File: config.mk
export PLATFORM = sky130hd
export DESIGN_NAME = unita_5_ctrl
export DESIGN_NICKNAME = d
export VERILOG_FILES = /design/src/rtl/unita_5_ctrl.sv
export SDC_FILE = /design/constraint.sdc
export NUM_CORES = 1
export LEC_CHECK = 0
export ABC_AREA = 1
export BUFFER_PORTS_ARGS = -buffer_cell sky130_fd_sc_hd__buf_2
export CAP_MARGIN = 20
export CORE_MARGIN = 2
export CORE_UTILIZATION = 53
export CTS_BUF_LIST = sky130_fd_sc_hd__clkbuf_16
export CTS_CLUSTER_SIZE = 16
export DETAILED_ROUTE_END_ITERATION = 6
export PLACE_DENSITY = 0.88
export SLEW_MARGIN = 20
export SYNTH_ARGS = -nofsm -noshare
export SYNTH_HDL_FRONTEND = slang
export SYNTH_SLANG_ARGS = --single-unit
File: constraint.sdc
create_clock -name clk -period 1.7 [get_ports clk]
set_input_delay 0.34 -clock clk [delete_from_list [all_inputs] [get_ports clk]]
set_output_delay 0.34 -clock clk [all_outputs]
set_load 0.1 [all_outputs]
File: src/rtl/unita_5_ctrl.sv
// unita_5_ctrl: sequencer for the convolution unit with host weight-write arbitration
module unita_5_ctrl #(
  parameter int IFM_SIZE = 5,
  parameter int KERNAL_SIZE = 5,
  parameter int NUMBER_OF_FILTERS = 120,
  parameter int SLICES = 6,
  parameter int CONV_LATENCY = 4,
  parameter int ADDRESS_SIZE_WM = $clog2(KERNAL_SIZE * KERNAL_SIZE * NUMBER_OF_FILTERS * SLICES)
) (
  input  logic clk,
  input  logic reset,
  input  logic start,
  input  logic host_we,
  input  logic [ADDRESS_SIZE_WM-1:0] host_addr,
  output logic host_err,
  input  logic ifm_valid,
  output logic ifm_ready,
  output logic wm_enable_read,
  output logic wm_enable_write,
  output logic [ADDRESS_SIZE_WM-1:0] wm_address,
  output logic wm_fifo_enable,
  output logic fifo_enable,
  output logic conv_enable,
  output logic out_valid,
  output logic [$clog2(NUMBER_OF_FILTERS)-1:0] out_filter,
  output logic [$clog2(SLICES)-1:0] out_slice,
  output logic busy,
  output logic done
);
  localparam int KW = KERNAL_SIZE * KERNAL_SIZE;
  localparam int PIX = IFM_SIZE * IFM_SIZE;
  localparam int TOTAL = KW * NUMBER_OF_FILTERS * SLICES;
  localparam int CW = $clog2(KW + PIX + CONV_LATENCY + 2);
  localparam int AW = ADDRESS_SIZE_WM;
  localparam int FW = $clog2(NUMBER_OF_FILTERS);
  localparam int SW = $clog2(SLICES);
  typedef enum logic [2:0] {IDLE, LOAD_W, LOAD_IF, CONV, WAIT, NEXT} state_t;
  state_t state, state_n;
  logic [CW-1:0] cnt;
  logic [AW-1:0] rd_addr;
  logic [FW-1:0] filter;
  logic [SW-1:0] slice;
  logic rd_en, accept, last_slice, last_filter;
  assign rd_en = (state == LOAD_W) && (cnt < CW'(KW));
  assign busy = state != IDLE;
  assign ifm_ready = state == LOAD_IF;
  assign accept = ifm_valid && ifm_ready;
  assign fifo_enable = accept;
  assign conv_enable = state == CONV;
  assign out_valid = (state == WAIT) && (cnt == CW'(CONV_LATENCY - 1));
  assign out_filter = filter;
  assign out_slice = slice;
  assign last_slice = slice == SW'(SLICES - 1);
  assign last_filter = filter == FW'(NUMBER_OF_FILTERS - 1);
  assign done = (state == NEXT) && last_slice && last_filter;
  assign wm_enable_read = rd_en;
  assign wm_enable_write = (state == IDLE) && host_we;
  assign wm_address = (state == IDLE) ? host_addr : rd_en ? rd_addr : '0;
  assign host_err = host_we && busy;
  always_comb begin
    state_n = state;
    case (state)
      IDLE:    state_n = start ? LOAD_W : IDLE;
      LOAD_W:  state_n = (cnt == CW'(KW)) ? LOAD_IF : LOAD_W;
      LOAD_IF: state_n = (accept && cnt == CW'(PIX - 1)) ? CONV : LOAD_IF;
      CONV:    state_n = WAIT;
      WAIT:    state_n = (cnt == CW'(CONV_LATENCY - 1)) ? NEXT : WAIT;
      NEXT:    state_n = (last_slice && last_filter) ? IDLE : LOAD_W;
      default: state_n = IDLE;
    endcase
  end
  always_ff @(posedge clk) begin
    if (reset) begin
      state <= IDLE;
      cnt <= '0;
      rd_addr <= '0;
      filter <= '0;
      slice <= '0;
      wm_fifo_enable <= 1'b0;
    end else begin
      state <= state_n;
      wm_fifo_enable <= rd_en;
      cnt <= (state_n != state || state == IDLE) ? '0 : cnt + ((state == LOAD_IF) ? CW'(accept) : CW'(1));
      if (state == IDLE && start) begin
        rd_addr <= '0;
        filter <= '0;
        slice <= '0;
      end
      if (rd_en) rd_addr <= (rd_addr == AW'(TOTAL - 1)) ? '0 : rd_addr + AW'(1);
      // the final NEXT wraps both indices so the counters read 0 once idle
      if (state == NEXT) begin
        slice <= last_slice ? '0 : slice + SW'(1);
        filter <= last_slice ? (last_filter ? '0 : filter + FW'(1)) : filter;
      end
    end
  end
endmodule

==> metrics.csv, run 1 <==
stage,metric,value,unit
worst_setup_path,"Critical Path, Cell by Cell",nor2_4 > nand2_8 > inv_4 > nand2_1 > o21ai_4 > buf_12,
clocking,clock transition at the register clock pins on the worst setup and hold paths after CTS,0.06,ns
synthesis,sequential-to-total area share from yosys stat,33.0,%
synthesis,post-synthesis instance area,2120,µm²
timing,worst max-slew margin expressed relative to the limit,67.2,%
finish,"most common cell after layout, fill and taps aside",sky130_fd_sc_hd__nand2_1,
global_route,antenna violations before repair,0,
finish,"number of standard cells in the layout, taps in and fillers out",456,
die,horizontal die dimension,67.3,µm
status,run status,"finished, violations left",
clocking,total of hold buffers inserted after clock tree synthesis,0,
global_route,total routing usage reported by global routing,38.1,%
worst_hold_path,type of the worst min-delay path,in2reg,
die,initial cell density of the core,56.7,%
finish,fill count,102,
timing,share of the clock period used by the worst path after layout,115,%
die,die footprint,4530,µm²
route,number of DRC violations after detailed-routing iteration 0,648,
status,violated checks,setup timing,
placement,"number of placed instances, taps included",439,
global_route,global-route wire length before repair,13000,µm
die,chip height,67.3,µm
timing,Hold Fails Final Rpt,0,
clocking,Root Driver,sky130_fd_sc_hd__clkbuf_16,
worst_setup_path,startpoint kind of the worst setup timing path,register,
placement,worst setup slack after placement,0.0493,ns
power_and_ir_drop,fraction of power spent switching nets,36.1,%
timing,Fin Clk Skew,0.00678,ns
finish,Final nets,431,
clocking,maximum count of clock buffers along a single path,2,
worst_setup_path,Worst path top cell family by delay,simple AND/OR/NAND/NOR gates,
worst_setup_path,data arrival at the endpoint of the critical path,1.61,ns
power_and_ir_drop,PwrDens,710,nW/µm²
die,count of boundary I/O pins,55,
finish,Finished Cell Area,3550,µm²
die,Row Count,22,
finish,utilization of the core after routing,94.7,%
global_route,via count of the first global-routing pass,2789,
placement,global placer's final weighted congestion,0.968,
synthesis,number of distinct library cells after synthesis,32,
flow_run,max_cap viols,0,
synthesis,Mapped Nets,357,
finish,layout-stage area growth over the synthesis result,67.1,%
finish,number of antenna cells inserted,0,
clocking,clock latency at the later pin of the worst-skew pair,0.28,ns
placement,HPWL after detailed placement,4800,µm
power_and_ir_drop,Leak,1.38,nW
route,post-detailed-route wirelength per cell,23.7,µm
synthesis,post-synthesis register bit count,35,
clocking,Clock Sinks,35,
route,detailed-router iteration count before antenna repair,7,
clocking,H-Tree Level Count,2,
route,Detailed Route WL,10800,µm
global_route,largest net degree at the start of global routing,17,
worst_setup_path,"slowest stage delay, CP",0.39,ns
synthesis,Synthesis Warnings,0,
synthesis,synthesized instance count,333,
timing,Worst Slack Setup Final,-0.247,ns
worst_setup_path,worst-path maximum fanout,16,
finish,highest-count cells in the layout ignoring fill and taps,"72 x sky130_fd_sc_hd__nand2_1, 34 x sky130_fd_sc_hd__inv_1, 30 x sky130_fd_sc_hd__buf_2, 28 x sky130_fd_sc_hd__nor2_1",
timing,Achievable Freq,514,MHz
clocking,number of clock buffers inserted by TritonCTS,5,
clocking,clock tree from TritonCTS,yes,
worst_setup_path,highest-delay cell along the critical path,sky130_fd_sc_hd__dfxtp_4,
route,DRC Markers,0,
timing,total count of max-transition violations in the final report,0,
timing,final-layout worst hold slack,0.351,ns
worst_setup_path,Buffers & Inverters on Critical Path,2,
die,area of the core,3740,µm²
synthesis,Mapped Avg Cell Area,6.37,µm²
timing,Least-Margin Pin Slew,0.495,ns
worst_setup_path,CP Class,reg2out,
timing,Tmin final,1.95,ns
worst_setup_path,required time of the critical path,1.36,ns
route,routed via count divided by cell count,6.88,
power_and_ir_drop,combinational power share,32.2,%
power_and_ir_drop,Power Internal,1.61,mW
placement,IO Port Bufs,54,
worst_setup_path,endpoint class of the critical path,primary output,
power_and_ir_drop,switching power,0.909,mW
power_and_ir_drop,share of total power in sequential cells,32.8,%
route,vias post-DR,3137,
timing,Setup-failing EPs final,38,
power_and_ir_drop,fraction of power consumed by the clock network,35.0,%
finish,share of post-route cells with drive strength above 1,40.7,%
power_and_ir_drop,Max rail drop VDD,1.27,mV
placement,area after detailed placement,3210,µm²
route,count of antenna-violating nets left after detailed routing,0,
timing,unrepaired setup endpoints after global routing,yes,
global_route,GRT overflow,0,
==> cells in the mapped netlist <==
cell | number | share of area [%]
sky130_fd_sc_hd__nand3_2 | 3 | 1.4
sky130_fd_sc_hd__buf_6 | 1 | 0.53
sky130_fd_sc_hd__nor3_1 | 9 | 2.1
sky130_fd_sc_hd__o21ai_0 | 21 | 5.0
sky130_fd_sc_hd__a21oi_1 | 27 | 6.4
sky130_fd_sc_hd__nor2_2 | 3 | 0.88
sky130_fd_sc_hd__nand2_2 | 3 | 0.88
sky130_fd_sc_hd__nand4_1 | 9 | 2.7
sky130_fd_sc_hd__o211ai_1 | 1 | 0.35
sky130_fd_sc_hd__buf_4 | 1 | 0.35
sky130_fd_sc_hd__buf_2 | 1 | 0.24
sky130_fd_sc_hd__inv_2 | 5 | 0.88
sky130_fd_sc_hd__o21a_1 | 1 | 0.35
sky130_fd_sc_hd__inv_1 | 38 | 6.7
sky130_fd_sc_hd__nand3_1 | 32 | 7.5
sky130_fd_sc_hd__o21bai_1 | 1 | 0.35
sky130_fd_sc_hd__nand2_1 | 78 | 14
sky130_fd_sc_hd__nor2_4 | 1 | 0.53
sky130_fd_sc_hd__nor3_2 | 1 | 0.47
sky130_fd_sc_hd__o21ai_1 | 1 | 0.24
sky130_fd_sc_hd__a31oi_1 | 1 | 0.29
sky130_fd_sc_hd__xnor2_1 | 3 | 1.2
sky130_fd_sc_hd__a211oi_2 | 1 | 0.59
sky130_fd_sc_hd__clkbuf_1 | 4 | 0.71
sky130_fd_sc_hd__xor2_1 | 4 | 1.7
sky130_fd_sc_hd__nor3b_1 | 1 | 0.35
sky130_fd_sc_hd__ha_1 | 4 | 2.4
sky130_fd_sc_hd__dfxtp_1 | 35 | 33
sky130_fd_sc_hd__nand3b_1 | 1 | 0.35
sky130_fd_sc_hd__o22ai_1 | 1 | 0.29
sky130_fd_sc_hd__or2_2 | 2 | 0.59
sky130_fd_sc_hd__nor2_1 | 39 | 6.9
==> what timing repair did <==
action	in CTS	in global routing
buffers inserted	2	7
gates resized for setup	14	22
pin swaps	6	6
setup endpoints to repair	27	31
==> state kept, by name, summed over array words and instances, names as in the netlist <==
| name | cells |
|---|---|
| cnt | 6 |
| out_filter | 7 |
| out_slice | 3 |
| rd_addr | 15 |
| state | 3 |
| wm_fifo_enable | 1 |
==> path summary, 6_finish.rpt <==
check | from | slack (ns) | end | cells after the start
hold reg to reg | out_slice[2] | 0.51 | out_slice[2] | 2
setup reg to reg | rd_addr[0] | -0.24 | rd_addr[14] | 7
setup / recovery | state[0] | -0.25 | wm_address[8] | 6
hold / removal | reset | 0.35 | out_filter[6] | 2
==> per-stage QoR <==
step,power [mW],TNS [ns]
final,2.52,-5.73
after global routing,2.55,-9.26
after CTS,2.45,-2.48
after detailed placement,1.58,0
after global placement,1.56,0
after floorplan,1.34,-3.40
==> power groups by stage <==
stage	sequential (mW)	clock, mW	combinational, mW
after floorplan	0.852	0	0.490
after global placement	0.842	0	0.722
after detailed placement	0.843	0	0.739
after CTS	0.826	0.863	0.756
final	0.825	0.881	0.812
after global routing	0.825	0.897	0.829
==> final cells by class <==
| class | count | area (µm²) | share of cell area, % |
|---|---|---|---|
| multi-input combinational | 248 | 1590 | 44.9 |
| timing repair buffer | 74 | 820 | 23.1 |
| sequential | 35 | 756 | 21.3 |
| inverter | 43 | 180 | 5.08 |
| clock buffer | 5 | 125 | 3.53 |
| tap | 48 | 60.1 | 1.69 |
| clock inverter | 3 | 12.5 | 0.353 |
==> metal layers <==
| layer | vias up | GRT usage [%] | routed length [µm] |
|---|---|---|---|
| li1 | 1245 | - | - |
| met1 | 1368 | 41.3 | 3470 |
| met2 | 397 | 66.7 | 4940 |
| met3 | 127 | 9.50 | 1390 |
| met4 | 0 | 22.7 | 1010 |
| met5 | - | 0 | 0 |
==> kinds of logic after synthesis <==
family                     count (synthesis)  synth area share, %
AOI/OAI and AO/OA                         55                 13.8
xor gates and xnor gates                   7                 2.89
adders and majority gates                  4                 2.36
buffers and inverters                     50                 9.43
DFF                                       35                 33.0
and+or+nand+nor                          182                 38.5
Note: power is estimated with default switching activity, not from simulation.
==> inputs of run 2 (changes only) <==
==> constraint.sdc (replaced) <==
create_clock -name clk -period 1.7 [get_ports clk]
set_input_delay 0.17 -clock clk [delete_from_list [all_inputs] [get_ports clk]]
set_output_delay 0.17 -clock clk [all_outputs]
set_load 0.1 [all_outputs]
==> metrics.csv, run 2 (synthesis results as in run 1) <==
stage,metric,value,unit
route,vias post-DR,2893,
worst_setup_path,startpoint kind of the worst setup timing path,register,
power_and_ir_drop,Max rail drop VDD,0.733,mV
global_route,largest net degree at the start of global routing,19,
timing,Tmin final,1.78,ns
clocking,clock tree from TritonCTS,yes,
die,initial cell density of the core,56.7,%
timing,Setup-failing EPs final,17,
timing,worst max-slew margin expressed relative to the limit,67.1,%
route,post-detailed-route wirelength per cell,18.7,µm
global_route,met3 GRT Util,8.17,%
clocking,maximum count of clock buffers along a single path,2,
power_and_ir_drop,PwrDens,744,nW/µm²
timing,Achievable Freq,561,MHz
finish,number of antenna cells inserted,0,
global_route,total routing usage reported by global routing,32.4,%
finish,share of post-route cells with drive strength above 1,36.3,%
global_route,"Most Used Layer, Global Route",met2,
clocking,clock latency at the later pin of the worst-skew pair,0.28,ns
clocking,number of clock buffers inserted by TritonCTS,5,
timing,share of the clock period used by the worst path after layout,105,%
clocking,Clock Sinks,35,
finish,Final nets,423,
finish,Largest register FFs,15,
placement,HPWL after detailed placement,4380,µm
global_route,antenna violations before repair,0,
placement,global placer's final weighted congestion,0.874,
finish,"most common cell after layout, fill and taps aside",sky130_fd_sc_hd__nand2_1,
global_route,GRT overflow,0,
route,count of antenna-violating nets left after detailed routing,0,
worst_setup_path,worst-path maximum fanout,7,
clocking,H-Tree Level Count,2,
finish,layout-stage area growth over the synthesis result,56.7,%
timing,Worst Slack Setup Final,-0.0830,ns
worst_setup_path,CP Class,reg2out,
die,die footprint,4530,µm²
die,area of the core,3740,µm²
finish,"number of standard cells in the layout, taps in and fillers out",448,
route,Detailed Route WL,8360,µm
worst_hold_path,type of the worst min-delay path,in2reg,
global_route,global-route wire length before repair,11100,µm
die,Row Count,22,
worst_setup_path,endpoint class of the critical path,primary output,
die,horizontal die dimension,67.3,µm
power_and_ir_drop,Leak,1.31,nW
timing,Hold Fails Final Rpt,0,
flow_run,max_cap viols,0,
die,chip height,67.3,µm
global_route,met1 Resource Use GR,34.9,%
route,DRC Markers,0,
timing,Fin Clk Skew,0.00440,ns
global_route,via count of the first global-routing pass,2501,
route,routed via count divided by cell count,6.46,
worst_setup_path,required time of the critical path,1.53,ns
die,count of boundary I/O pins,55,
finish,register containing the most flip-flops in the final layout,rd_addr,
worst_setup_path,data arrival at the endpoint of the critical path,1.61,ns
timing,Least-Margin Pin Slew,0.489,ns
status,violated checks,setup timing,
placement,"number of placed instances, taps included",434,
global_route,met2 Resource Use GR,56.9,%
clocking,Root Driver,sky130_fd_sc_hd__clkbuf_16,
finish,highest-count cells in the layout ignoring fill and taps,"75 x sky130_fd_sc_hd__nand2_1, 37 x sky130_fd_sc_hd__inv_1, 35 x sky130_fd_sc_hd__buf_2, 30 x sky130_fd_sc_hd__nand3_1",
route,number of DRC violations after detailed-routing iteration 0,389,
timing,unrepaired setup endpoints after global routing,yes,
route,detailed-router iteration count before antenna repair,7,
clocking,clock transition at the register clock pins on the worst setup and hold paths after CTS,0.05,ns
timing,total count of max-transition violations in the final report,0,
status,run status,"finished, violations left",
placement,IO Port Bufs,54,
placement,worst setup slack after placement,0.145,ns
clocking,total of hold buffers inserted after clock tree synthesis,0,
## run 2: cell types whose count changed in the layout (fill, tap and decap cells not counted), sizes merged
cell | previous run | this run
buf | 74 | 66
## run 2: what timing repair did
action | 4_1_cts | 5_1_grt
pin swaps | 2 | 6
resized for setup | 15 | 7
gates cloned | 0 | 0
setup endpoints to repair | 16 | 24
endpoints found under the hold margin | 0 | 0
setup buffers | 2 | 4
## run 2: final timing paths
check / cells after the start / startpoint / slack [ns] / endpoint
setup / recovery: 7 / state[1] / -0.08 / wm_address[14]
hold / removal: 3 / reset / 0.33 / state[2]
hold reg to reg: 2 / out_slice[1] / 0.50 / out_slice[1]
setup reg to reg: 6 / rd_addr[1] / -0.05 / rd_addr[10]
## run 2: where the power goes
part / total, mW / internal [mW] / switching, mW
logic: 0.757 / 0.246 / 0.512
registers: 0.827 / 0.815 / 0.0125
clock network: 0.889 / 0.530 / 0.359
## run 2: area by class of cell
| class | instances | area, µm² |
|---|---|---|
| Multi-Input combinational cell | 248 | 1530 |
| Sequential cell | 35 | 746 |
| Clock buffer | 5 | 125 |
| Timing Repair Buffer | 66 | 671 |
| Tap cell | 48 | 60.1 |
| Clock inverter | 3 | 12.5 |
| Inverter | 43 | 178 |
| Fill cell | 181 | 419 |
## run 2: critical path: stages, from the launching register on
cell and delay [ns]:
sky130_fd_sc_hd__dfxtp_4 0.38, sky130_fd_sc_hd__inv_4 0.08, sky130_fd_sc_hd__nand3_4 0.09, sky130_fd_sc_hd__nor2_4 0.13, sky130_fd_sc_hd__nand2_4 0.11, sky130_fd_sc_hd__buf_12 0.17
sky130_fd_sc_hd__o21ai_4 0.19, sky130_fd_sc_hd__buf_12 0.19
## run 2: metal layers
metal  up-vias  share of wire, %
met5         -                 0
met4         0               6.9
met3        82                13
met2       305                47
met1      1284                33
li1       1222                 -
## run 2: through the flow
step | hold slack (ns) | power [mW] | instance area [µm²] | TNS [ns] | utilization, %
final | 0.327 | 2.47 | 3320 | -0.649 | 88.8
after global routing | 0.341 | 2.52 | 3320 | -1.22 | 88.8
after CTS | 0.315 | 2.43 | 3270 | -0.0966 | 87.4
after detailed placement | 0.478 | 1.56 | 3070 | 0 | 82.1
after global placement | 0.467 | 1.55 | 3070 | 0 | 82.1
after floorplan | 0.461 | 1.35 | 2470 | -0.801 | -
==> inputs of run 3 (changes only) <==
--- a/config.mk
+++ b/config.mk
@@ -5,7 +5,6 @@
 export SDC_FILE = /design/constraint.sdc
 export NUM_CORES = 1
 export LEC_CHECK = 0
-export ABC_AREA = 1
 export BUFFER_PORTS_ARGS = -buffer_cell sky130_fd_sc_hd__buf_2
 export CAP_MARGIN = 20
 export CORE_MARGIN = 2
==> metrics.csv, run 3 <==
stage,metric,value,unit
status,run status,aborted with a tool error,
status,terminating stage of the flow,clock tree synthesis,
status,stop err,[ERROR DPL-0033] detailed placement checks failed during check placement.,
synthesis,most used flip-flop cell after synthesis,sky130_fd_sc_hd__dfxtp_1,
die,chip height,68.1,µm
synthesis,number of distinct library cells after synthesis,58,
synthesis,synth top area cells,"sky130_fd_sc_hd__dfxtp_1 32%, sky130_fd_sc_hd__a22o_1 6.8%, sky130_fd_sc_hd__nand3_1 3.5%",
synthesis,largest area contributor in the synthesized netlist,sky130_fd_sc_hd__dfxtp_1,
synthesis,fraction of registers with async set/reset,0,%
synthesis,post-synthesis instance area,2180,µm²
synthesis,synthesized instance count,260,
synthesis,Yosys top cell area share,32.2,%
synthesis,most common cell in the synthesized netlist,sky130_fd_sc_hd__dfxtp_1,
clocking,total of hold buffers inserted after clock tree synthesis,0,
clocking,Root Driver,sky130_fd_sc_hd__clkbuf_16,
clocking,maximum count of clock buffers along a single path,2,
synthesis,Synthesis Warnings,0,
placement,global placer's final weighted congestion,0.926,
synthesis,sequential-to-total area share from yosys stat,32.2,%
die,horizontal die dimension,68.1,µm
synthesis,count of flip-flops with a built-in enable after synthesis,0,
die,initial cell density of the core,54.8,%
placement,IO Port Bufs,54,
clocking,Clock Sinks,35,
die,Row Count,23,
synthesis,Mapped Avg Cell Area,8.37,µm²
clocking,Post CTS Setup Buffer Count,10,
clocking,number of clock buffers inserted by TritonCTS,5,
placement,HPWL after detailed placement,6260,µm
clocking,number of cells upsized or downsized after cts,36,
synthesis,post-synthesis register bit count,35,
synthesis,Mapped Nets,284,
synthesis,commonest cells in the netlist,"35 x sky130_fd_sc_hd__dfxtp_1, 19 x sky130_fd_sc_hd__nor2_1, 17 x sky130_fd_sc_hd__a22o_1",
die,count of boundary I/O pins,55,
clocking,H-Tree Level Count,2,
-- run 3: cell types whose count changed after synthesis, moves of 16 or more --
cell,delta
sky130_fd_sc_hd__nor2_1,-20
sky130_fd_sc_hd__inv_1,-31
sky130_fd_sc_hd__nand2_1,-66
sky130_fd_sc_hd__a21oi_1,-16
sky130_fd_sc_hd__nand3_1,-17
sky130_fd_sc_hd__a22o_1,+17
-- run 3: cell families after synthesis --
family	count (synthesis)	synth area share, %
and+or+nand+nor	117	32.6
DFF	35	32.2
adders and majority gates	4	2.30
buffers and inverters	24	4.95
AOI/OAI and AO/OA	73	25.1
xor gates and xnor gates	7	2.82
-- run 3: through the flow --
stage	cell area [µm²]	setup slack [ns]	hold WS [ns]	std cells
after detailed placement	3500	-0.172	0.494	405
after floorplan	2500	-0.557	0.474	260
after global placement	3500	-0.0688	0.481	405
==> inputs of run 4 (changes only) <==
--- a/config.mk
+++ b/config.mk
@@ -8,11 +8,9 @@
 export BUFFER_PORTS_ARGS = -buffer_cell sky130_fd_sc_hd__buf_2
 export CAP_MARGIN = 20
 export CORE_MARGIN = 2
-export CORE_UTILIZATION = 53
-export CTS_BUF_LIST = sky130_fd_sc_hd__clkbuf_16
-export CTS_CLUSTER_SIZE = 16
+export CORE_UTILIZATION = 40
 export DETAILED_ROUTE_END_ITERATION = 6
-export PLACE_DENSITY = 0.88
+export PLACE_DENSITY_LB_ADDON = 0.15
 export SLEW_MARGIN = 20
 export SYNTH_ARGS = -nofsm -noshare
 export SYNTH_HDL_FRONTEND = slang
==> metrics.csv, run 4 <==
stage,metric,value,unit
synthesis,number of distinct library cells after synthesis,58,
synthesis,fraction of registers with async set/reset,0,%
timing,share of the clock period used by the worst path after layout,119,%
worst_hold_path,worst min-delay path startpoint,reset,
die,area of the core,5170,µm²
clocking,total of hold buffers inserted after clock tree synthesis,0,
finish,register containing the most flip-flops in the final layout,rd_addr,
flow_run,max_cap viols,0,
timing,total count of max-transition violations in the final report,0,
synthesis,synthesized instance count,260,
placement,global placer's final weighted congestion,0.871,
timing,unrepaired setup endpoints after global routing,yes,
finish,layout-stage area growth over the synthesis result,94.7,%
worst_setup_path,startpoint kind of the worst setup timing path,register,
finish,Final nets,415,
global_route,GRT overflow,0,
status,run status,"finished, violations left",
timing,Least-Margin Pin Slew,0.493,ns
clocking,number of clock buffers inserted by TritonCTS,5,
die,horizontal die dimension,77.8,µm
synthesis,most common cell in the synthesized netlist,sky130_fd_sc_hd__dfxtp_1,
finish,number of antenna cells inserted,0,
synthesis,Synthesis Warnings,0,
worst_hold_path,Worst Hold Path EP,rd_addr[0],
worst_setup_path,endpoint class of the critical path,primary output,
timing,Achievable Freq,494,MHz
synthesis,sequential-to-total area share from yosys stat,32.2,%
clocking,H-Tree Level Count,2,
placement,IO Port Bufs,54,
timing,worst max-slew margin expressed relative to the limit,67.4,%
die,initial cell density of the core,42.1,%
status,violated checks,setup timing,
finish,Finished Cell Area,4240,µm²
worst_setup_path,required time of the critical path,1.53,ns
timing,Final TNS setup,-9.92,ns
die,Row Count,26,
timing,Setup-failing EPs final,52,
clocking,clock latency at the later pin of the worst-skew pair,0.30,ns
clocking,clock transition at the register clock pins on the worst setup and hold paths after CTS,0.07,ns
finish,fill count,279,
route,Detailed Route WL,8750,µm
worst_setup_path,cell count of the worst reg-to-reg path,7,
synthesis,post-synthesis register bit count,35,
synthesis,count of flip-flops with a built-in enable after synthesis,0,
route,count of antenna-violating nets left after detailed routing,0,
finish,highest-count cells in the layout ignoring fill and taps,"65 x sky130_fd_sc_hd__buf_4, 31 x sky130_fd_sc_hd__buf_2, 27 x sky130_fd_sc_hd__buf_12, 19 x sky130_fd_sc_hd__dfxtp_1, 15 x sky130_fd_sc_hd__a22o_4",
die,chip height,77.8,µm
clocking,Clock Sinks,35,
finish,Largest register FFs,15,
synthesis,most used flip-flop cell after synthesis,sky130_fd_sc_hd__dfxtp_1,
worst_setup_path,R2R Setup Slk,-0.30,ns
route,routed via count divided by cell count,6.09,
clocking,clock tree from TritonCTS,yes,
power_and_ir_drop,Leak,1.71,nW
route,detailed-router iteration count before antenna repair,6,
timing,final-layout worst hold slack,0.248,ns
timing,Tmin final,2.03,ns
timing,Fin Clk Skew,0.0150,ns
synthesis,commonest cells in the netlist,"35 x sky130_fd_sc_hd__dfxtp_1, 19 x sky130_fd_sc_hd__nor2_1, 17 x sky130_fd_sc_hd__a22o_1",
worst_setup_path,data arrival at the endpoint of the critical path,1.86,ns
global_route,total routing usage reported by global routing,23.5,%
die,count of boundary I/O pins,55,
timing,Worst Slack Setup Final,-0.326,ns
placement,area after detailed placement,3520,µm²
clocking,Root Driver,sky130_fd_sc_hd__clkbuf_8,
route,vias post-DR,2812,
worst_setup_path,worst-path maximum fanout,9,
route,post-detailed-route wirelength per cell,18.9,µm
synthesis,post-synthesis instance area,2180,µm²
global_route,via count of the first global-routing pass,2487,
power_and_ir_drop,PwrDens,548,nW/µm²
placement,HPWL after detailed placement,4880,µm
synthesis,Yosys top cell area share,32.2,%
worst_hold_path,type of the worst min-delay path,in2reg,
synthesis,synth top area cells,"sky130_fd_sc_hd__dfxtp_1 32%, sky130_fd_sc_hd__a22o_1 6.8%, sky130_fd_sc_hd__nand3_1 3.5%",
worst_setup_path,CP Class,reg2out,
finish,"most common cell after layout, fill and taps aside",sky130_fd_sc_hd__buf_4,
worst_setup_path,worst reg2reg startpoint,state[2],
global_route,largest net degree at the start of global routing,19,
global_route,antenna violations before repair,0,
route,DRC Markers,0,
clocking,maximum count of clock buffers along a single path,2,
die,die footprint,6050,µm²
worst_hold_path,hold path depth,3,
synthesis,Mapped Avg Cell Area,8.37,µm²
timing,Hold Fails Final Rpt,0,
synthesis,Mapped Nets,284,
worst_setup_path,reg2reg end,rd_addr[14],
route,number of DRC violations after detailed-routing iteration 0,296,
power_and_ir_drop,Max rail drop VDD,0.430,mV
synthesis,largest area contributor in the synthesized netlist,sky130_fd_sc_hd__dfxtp_1,
finish,share of post-route cells with drive strength above 1,61.0,%
global_route,global-route wire length before repair,11500,µm
[run 4: worst max-delay path: stages, from the launching register on]
cell	delay (ns)
sky130_fd_sc_hd__dfxtp_4	0.34
sky130_fd_sc_hd__buf_4	0.13
sky130_fd_sc_hd__buf_6	0.10
sky130_fd_sc_hd__buf_6	0.12
sky130_fd_sc_hd__nor3_4	0.23
sky130_fd_sc_hd__buf_12	0.16
sky130_fd_sc_hd__clkbuf_16	0.17
sky130_fd_sc_hd__a22o_4	0.16
sky130_fd_sc_hd__buf_12	0.17
[run 4: repair_timing]
item	in CTS	in global routing
cloned	0	3
endpoints found under the setup margin	34	47
pin swaps	15	34
gates resized for setup	23	67
setup buffers	16	10
[run 4: worst max-delay path by stage]
| stage | slack, ns | startpoint | cells past startpoint | to |
|---|---|---|---|---|
| 2_1_floorplan | -0.56 | out_filter[1] | 5 | done |
| 3_3_place_gp | -0.07 | rd_addr[1] | 6 | rd_addr[11] |
| 3_5_place_dp | -0.08 | state[2] | 6 | cnt[0] |
| 4_1_cts | -0.32 | state[2] | 5 | wm_address[14] |
| 5_1_grt | -0.35 | state[2] | 8 | wm_address[12] |
| 6_report | -0.33 | state[2] | 8 | wm_address[4] |
[run 4: logic make-up (layout without fill, tap and decap cells)]
group           after synthesis  count (layout)  synth area share (%)
simple gates                117             117                  32.6
compound gates               73              73                  25.1
flops                        35              35                  32.2
buf+inv                      24             156                  4.95
xor+xnor                      7               7                  2.82
fa+ha+maj                     4               4                  2.30
[run 4: power by group]
part           switching (mW)  total (mW)  internal (mW)
Combinational           0.512       0.898          0.385
Sequential            0.00842       0.823          0.815
Clock                   0.310       0.598          0.288
Total                   0.831        2.32           1.49
[run 4: layer usage]
metal,vias to the layer above,wire length (µm),GRT usage (%)
met5,-,0,0
met4,0,225,7.14
met3,32,631,4.07
met2,167,4460,39.8
met1,1332,3430,30.3
li1,1281,-,-
[run 4: metrics by stage]
| stage | setup slack (ns) | utilization (%) | cells | power (mW) |
|---|---|---|---|---|
| 2_1_floorplan | -0.557 | - | 260 | 1.34 |
| 3_3_place_gp | -0.0711 | 68.1 | 427 | 1.59 |
| 3_5_place_dp | -0.0756 | 68.1 | 427 | 1.59 |
| 4_1_cts | -0.319 | 73.5 | 450 | 2.21 |
| 5_1_grt | -0.354 | 81.9 | 462 | 2.39 |
| 6_report | -0.326 | 81.9 | 462 | 2.32 |
[run 4: layout make-up]
class / count / area (µm²) / area share [%]
clock buffers: 7 / 76.3 / 1.80
clock inverters: 1 / 5.00 / 0.118
inverters: 7 / 28.8 / 0.679
multi-input cells: 201 / 1870 / 44.1
flip-flops and latches: 35 / 743 / 17.5
well taps: 70 / 87.6 / 2.07
repair buffers: 141 / 1430 / 33.6
